**config.mk**
```make
export PLATFORM = sky130hd
export DESIGN_NAME = tgroup_launcher
export DESIGN_NICKNAME = d
export VERILOG_FILES = /design/src/rtl/bgpu_pkg.sv /design/src/rtl/tgroup_launch_fifo.sv /design/src/rtl/tgroup_launcher.sv
export SDC_FILE = /design/constraint.sdc
export NUM_CORES = 1
export LEC_CHECK = 0
export ABC_AREA = 1
export CORE_MARGIN = 2
export CORE_UTILIZATION = 45
export DETAILED_ROUTE_END_ITERATION = 7
export PLACE_DENSITY = 0.65
export SYNTH_ARGS = -nofsm -noshare
export SYNTH_HDL_FRONTEND = slang
export SYNTH_SLANG_ARGS = --single-unit
```
**constraint.sdc**
```tcl
create_clock -name clk_i -period 8.5 [get_ports clk_i]
set_clock_uncertainty 0.1 [all_clocks]
set_input_delay 1.7 -clock clk_i [delete_from_list [all_inputs] [get_ports clk_i]]
set_output_delay 1.7 -clock clk_i [all_outputs]
set_load 0.02 [all_outputs]
```
**src/rtl/bgpu_pkg.sv**
```systemverilog
// Shared bgpu definitions used by the thread-group launcher.
// The launch-entry layout {pc, dp_addr, num_tblocks, tgroup_id} depends on
// per-instance widths. Packages cannot take parameters, so this package
// provides the entry-width helper. Each instance declares its own packed
// struct with the same field order.
package bgpu_pkg;

    // Width of one packed launch entry {pc, dp_addr, num_tblocks, tgroup_id}.
    function automatic int unsigned launch_entry_bits(
        input int unsigned pc_width,
        input int unsigned address_width,
        input int unsigned tblock_idx_bits,
        input int unsigned tgroup_id_bits
    );
        return pc_width + address_width + tblock_idx_bits + tgroup_id_bits;
    endfunction

endpackage

```
**src/rtl/tgroup_launch_fifo.sv**
```systemverilog
// Synchronous-reset launch FIFO without fall-through.
// A word pushed in cycle N appears on data_o from cycle N+1.
// data_o reads as zero while the FIFO is empty.
// Ports:
//   clk_i, rst_ni      clock, synchronous active-low reset
//   push_i, data_i     write request and write data
//   pop_i              remove the head word (ignored when empty)
//   data_o             head word
//   full_o, empty_o    occupancy flags
module tgroup_launch_fifo
    import bgpu_pkg::*;
#(
    parameter int unsigned Width = 8,
    parameter int unsigned Depth = 4
) (
    input  logic             clk_i,
    input  logic             rst_ni,
    input  logic             push_i,
    input  logic [Width-1:0] data_i,
    input  logic             pop_i,
    output logic [Width-1:0] data_o,
    output logic             full_o,
    output logic             empty_o
);

    localparam int unsigned PtrBits = $clog2(Depth);

    logic [Width-1:0] mem [Depth];
    logic [PtrBits:0] wr_ptr;
    logic [PtrBits:0] rd_ptr;
    logic             do_push;
    logic             do_pop;

    // The pointers carry one extra wrap bit, so full and empty are distinct.
    assign empty_o = (wr_ptr == rd_ptr);
    assign full_o  = (wr_ptr[PtrBits] != rd_ptr[PtrBits]) &&
                     (wr_ptr[PtrBits-1:0] == rd_ptr[PtrBits-1:0]);

    assign do_pop  = pop_i && !empty_o;
    assign do_push = push_i && (!full_o || do_pop);
    assign data_o  = empty_o ? '0 : mem[rd_ptr[PtrBits-1:0]];

    always_ff @(posedge clk_i) begin
        if (!rst_ni) begin
            wr_ptr <= '0;
            rd_ptr <= '0;
        end else begin
            if (do_push) wr_ptr <= wr_ptr + 1'b1;
            if (do_pop)  rd_ptr <= rd_ptr + 1'b1;
        end
    end

    always_ff @(posedge clk_i) begin
        if (do_push) mem[wr_ptr[PtrBits-1:0]] <= data_i;
    end

endmodule

```
**src/rtl/tgroup_launcher.sv**
```systemverilog
// Thread-group launcher.
// Accepts kernel launch requests from the host and assigns each one a
// thread-group ID in round-robin order. Accepted requests are queued for
// the dispatcher. For every in-flight group the launcher counts outstanding
// thread blocks, and it pulses tgroup_done_o when the last block finishes.
// Ports:
//   clk_i, rst_ni                      clock, synchronous active-low reset
//   req_*                              host launch handshake; req_tgroup_id_o = next ID
//   disp_*                             head of the launch queue toward the dispatcher
//   tblock_done_i/_tgroup_id_i         per-block completion reports
//   tgroup_done_o/_id_o                one-cycle group-complete pulse
//   idle_o                             nothing queued, nothing in flight
//   error_o                            sticky: completion reported for a group not in flight
module tgroup_launcher
    import bgpu_pkg::*;
#(
    parameter int unsigned PcWidth       = 16,
    parameter int unsigned AddressWidth  = 32,
    parameter int unsigned TblockIdxBits = 8,
    parameter int unsigned TgroupIdBits  = 3,
    parameter int unsigned QueueDepth    = 4
) (
    input  logic                     clk_i,
    input  logic                     rst_ni,
    input  logic                     req_valid_i,
    output logic                     req_ready_o,
    input  logic [PcWidth-1:0]       req_pc_i,
    input  logic [AddressWidth-1:0]  req_dp_addr_i,
    input  logic [TblockIdxBits-1:0] req_num_tblocks_i,
    output logic [TgroupIdBits-1:0]  req_tgroup_id_o,
    input  logic                     disp_ready_i,
    output logic                     disp_start_o,
    output logic [PcWidth-1:0]       disp_pc_o,
    output logic [AddressWidth-1:0]  disp_dp_addr_o,
    output logic [TblockIdxBits-1:0] disp_num_tblocks_o,
    output logic [TgroupIdBits-1:0]  disp_tgroup_id_o,
    input  logic                     tblock_done_i,
    input  logic [TgroupIdBits-1:0]  tblock_done_tgroup_id_i,
    output logic                     tgroup_done_o,
    output logic [TgroupIdBits-1:0]  tgroup_done_id_o,
    output logic                     idle_o,
    output logic                     error_o
);

    localparam int unsigned NumIds     = 2 ** TgroupIdBits;
    localparam int unsigned EntryWidth =
        launch_entry_bits(PcWidth, AddressWidth, TblockIdxBits, TgroupIdBits);

    typedef struct packed {
        logic [PcWidth-1:0]       pc;
        logic [AddressWidth-1:0]  dp_addr;
        logic [TblockIdxBits-1:0] num_tblocks;
        logic [TgroupIdBits-1:0]  tgroup_id;
    } launch_entry_t;

    logic [TgroupIdBits-1:0]  next_id;
    logic [NumIds-1:0]        in_flight;
    logic [TblockIdxBits-1:0] outstanding [NumIds];
    logic                     done_q;
    logic [TgroupIdBits-1:0]  done_id_q;
    logic                     error_q;

    logic                     fifo_full;
    logic                     fifo_empty;
    logic                     accept;
    logic                     push;
    logic                     pop;
    logic                     done_valid;
    launch_entry_t            push_entry;
    launch_entry_t            head_entry;

    assign req_ready_o     = !fifo_full && !in_flight[next_id];
    assign req_tgroup_id_o = next_id;
    assign accept          = req_valid_i && req_ready_o;
    // Zero-block requests complete the handshake but leave no trace.
    assign push            = accept && (req_num_tblocks_i != '0);
    assign pop             = disp_start_o && disp_ready_i;
    assign done_valid      = tblock_done_i && in_flight[tblock_done_tgroup_id_i];

    always_comb begin
        push_entry             = '0;
        push_entry.pc          = req_pc_i;
        push_entry.dp_addr     = req_dp_addr_i;
        push_entry.num_tblocks = req_num_tblocks_i;
        push_entry.tgroup_id   = next_id;
    end

    tgroup_launch_fifo #(
        .Width (EntryWidth),
        .Depth (QueueDepth)
    ) u_fifo (
        .clk_i   (clk_i),
        .rst_ni  (rst_ni),
        .push_i  (push),
        .data_i  (push_entry),
        .pop_i   (pop),
        .data_o  (head_entry),
        .full_o  (fifo_full),
        .empty_o (fifo_empty)
    );

    assign disp_start_o       = !fifo_empty;
    assign disp_pc_o          = head_entry.pc;
    assign disp_dp_addr_o     = head_entry.dp_addr;
    assign disp_num_tblocks_o = head_entry.num_tblocks;
    assign disp_tgroup_id_o   = head_entry.tgroup_id;

    assign tgroup_done_o    = done_q;
    assign tgroup_done_id_o = done_id_q;
    assign error_o          = error_q;
    assign idle_o           = fifo_empty && (in_flight == '0);

    // An accept always targets a group that is not in flight. A completion
    // always targets a group that is in flight. So both can update the
    // table in the same cycle without touching the same entry.
    always_ff @(posedge clk_i) begin
        if (!rst_ni) begin
            next_id   <= '0;
            in_flight <= '0;
            done_q    <= 1'b0;
            done_id_q <= '0;
            error_q   <= 1'b0;
            for (int unsigned i = 0; i < NumIds; i++) begin
                outstanding[i] <= '0;
            end
        end else begin
            done_q    <= 1'b0;
            done_id_q <= '0;

            if (push) begin
                in_flight[next_id]   <= 1'b1;
                outstanding[next_id] <= req_num_tblocks_i;
                next_id              <= next_id + 1'b1;
            end

            if (done_valid) begin
                outstanding[tblock_done_tgroup_id_i] <=
                    outstanding[tblock_done_tgroup_id_i] - 1'b1;
                if (outstanding[tblock_done_tgroup_id_i] == TblockIdxBits'(1)) begin
                    in_flight[tblock_done_tgroup_id_i] <= 1'b0;
                    done_q    <= 1'b1;
                    done_id_q <= tblock_done_tgroup_id_i;
                end
            end else if (tblock_done_i) begin
                error_q <= 1'b1;
            end
        end
    end

endmodule

```
==> impl_results.md <==
- Status: completed
- Via total after detailed routing: 10453
- Cts bufs inserted: 34
- Starting density of the core: 45.7%
- Worst setup path category: flip-flop to output port
- Clock slew at reported path FFs: 0.06 ns
- Slew headroom: 18.4%
- GP Congestion: 0.947
- Launch point of the worst reg-to-reg path: req_tgroup_id_o[2]
- Max Freq: 0.164 GHz
- CTS tree: done
- Final Routed Wirelength: 35100 um
- Worst Path Required: 6.70 ns
- Mapped Nets: 1481
- Vias in the first global route: 9794
- Die ar.: 33500 um2
- Hold Vio Cnt, Final: 0
- CTS resizes: 0
- FFs w/ async S/R, synth: 0%
- Mapped cell area: 14400 um2
- Die Span Y: 183 um
- Clock Sinks: 324
- Yosys top cell area share: 62.4%
- HP Class: flip-flop to flip-flop
- Synthesis-stage register bit count: 324
- FF-to-FF End: outstanding[2][5]
- Number of synthesis warnings: 0
- Min-delay src: error_o
- Post-Syn Instances: 1409
- Maxcap violations: 0
- Row cnt: 65
- Ys flop type: edfxtp_1
- Period utilization: 71.8%
- I/O Buffers: 133
- Dpl hpwl: 21600 um
- Root buf cell: clkbuf_16
- Largest net degree at the start of global routing: 120
- Most frequent CP cell: buf_4
- CTS Hold Bufs: 0
- Setup TNS: 0 ns
- FF-to-FF path depth: 12
- CP startpoint kind: flip-flop
- Initial DRC count: 950
- Crit end category: output port
- Avg WL per Cell: 18.1 um
- Layout cell share with drive strength beyond 1: 6.81%
- Yosys cell types: 32
- DRC errors left: 0
- Crit path max-delay cell type: clkinv_2
- Fillers: 2706
- Leading area contributor after synthesis: edfxtp_1
- First-pass GRT wire length: 54200 um
- Pins Over Slew Limit: 0
- Clock Latency Late Sink: 0.52 ns
- RSZ-0062 raised after global routing: no
- Congestion Overflow GR: 0
- CTS H-tree depth: 2
- Final ANT Viol Nets: 0
- Core area: 31600 um2
- Via density: 5.37
- Seq/Total Area, Yosys: 65.7%
- PD cells: 274 nW/um2
- Final nets: 1591
- Tot Pwr: 4.70 mW
- Total I/O pin count: 134
- Slowest stage delay, CP: 0.92 ns
- GR Util All Layers: 20.7%
- Post-CTS Setup Inserts: 0
- Min Tclk post-route: 6.10 ns
- Synth area leaders: edfxtp_1 62%, nand2_1 8.7%, nor2_1 6.1%
- Worst Tran Pin Value: 1.22 ns
- Drt pass-1 iters: 7
- Hold Path Depth: 2
- Reg-to-reg slack, setup: 4.77 ns
- Initial antenna violation count: 1
- Worst Path Arrival: 4.30 ns
- Most frequent cell after synthesis: nand2_1
- Pre-CTS WS: 2.88 ns
- Endpoints failing setup: 0
- Top cells by count, synth: 334 x nand2_1, 300 x edfxtp_1, 233 x nor2_1, 116 x inv_1, 88 x o21ai_0
- Die Span X: 183 um
- Number of flops mapped to enable cells by yosys: 300
- Hold path endpoint: error_o
- Area delta synth->final: 18.9%
- Crit-path cells: buf_4, clkinv_2, buf_4, nor2_1, o32ai_1, nand2_1, inv_1, clkdlybuf4s50_1
- Avg Cell Area, Syn: 10.2 um2
- Worst setup margin: 2.40 ns
- Worst vdd ir: 0.174 mV
- Max clock buf depth: 3
- CP max FO: 119
- Lkg Pwr: 6.69 nW
area by class of cell:
cell class                 count  area (um2)  area share (%)
antenna                        2        5.00          0.0292
clock buffer                  46         927            5.40
clock inverter                12         154           0.896
inverter                     125         470            2.74
multi-input combinational    887        4180            24.3
sequential                   324        9500            55.3
tap                          402         503            2.93
timing repair buffer         147        1440            8.37
how the worst max path moves through the flow:
stage / startpoint / endpoint / slack (ns) / depth (start not counted)
2_1_floorplan: req_num_tblocks_i[7] / u_fifo.mem[0][0] / 2.79 / 8
3_3_place_gp: flip-flop / disp_num_tblocks_o[0] / 2.96 / 8
3_5_place_dp: flip-flop / disp_tgroup_id_o[2] / 2.88 / 8
4_1_cts: flip-flop / disp_tgroup_id_o[2] / 2.34 / 8
5_1_grt: flip-flop / disp_num_tblocks_o[1] / 2.07 / 8
6_report: flip-flop / disp_pc_o[10] / 2.40 / 8
placed cells by master (no fill, tap or decap), types with 4 or more instances in the layout:
master,count
a21oi_1,12
nand2_2,9
dfxtp_1,22
ha_1,8
nand2_1,333
nor2_1,229
inv_1,116
buf_4,14
o211ai_1,4
clkinv_2,4
nand3_1,76
clkbuf_1,10
xor2_1,4
nor2_4,8
nand4_1,7
o32ai_1,59
o21ai_1,21
clkinv_1,4
edfxtp_1,300
o21ai_0,88
nor3_1,6
clkdlybuf4s50_1,133
nor2_2,12
clkbuf_16,35
inv_2,7
critical path: cells and delay by family, from the launching register on:
family,cells,cell delay (ns)
and+or+nand+nor,2,0.32
buffers and inverters,5,2.98
DFF,1,0.33
AOI/OAI and AO/OA,1,0.11
sequential cells by signal (all words and copies together), names as in the netlist, named ones only:
register,count
req_tgroup_id_o,3
in_flight,8
u_fifo.mem,236
u_fifo.wr_ptr,3
u_fifo.rd_ptr,3
error_o,1
tgroup_done_o,1
tgroup_done_id_o,3
outstanding,64
cells by family (layout without fill, tap and decap cells):
| family | count (synthesis) | in the layout | synth area share [%] |
|---|---|---|---|
| fa+ha+maj | 8 | 8 | 0.693 |
| simple gates | 689 | 689 | 19.7 |
| compound gates | 186 | 186 | 8.08 |
| other cells | 0 | 2 | 0 |
| xor+xnor | 4 | 4 | 0.243 |
| flops | 324 | 324 | 65.7 |
| buf+inv | 198 | 330 | 5.57 |
power breakdown:
part | internal [mW] | leakage [nW] | switching, mW
clock network | 0.861 | 0.528 | 0.584
logic | 0.495 | 3.14 | 0.848
registers | 1.87 | 3.02 | 0.0412
metrics by stage:
step                      utilization [%]  area [um2]  std cells  hold WS [ns]
after global placement               51.0       16100       1885         0.344
final                                54.4       17200       1945         0.363
after CTS                            54.4       17200       1943         0.368
after floorplan                         -       14400       1409         0.346
after detailed placement             51.0       16100       1885         0.351
after global routing                 54.4       17200       1944         0.390
metal layers:
metal | up-vias | wire length [um] | track usage (%)
met4 | 0 | 1030 | 7.62
li1 | 5013 | - | -
met3 | 77 | 3020 | 3.83
met1 | 4920 | 15200 | 29.6
met2 | 443 | 15800 | 31.8
met5 | - | 0 | 0
Power figures use the tool's default switching activity.
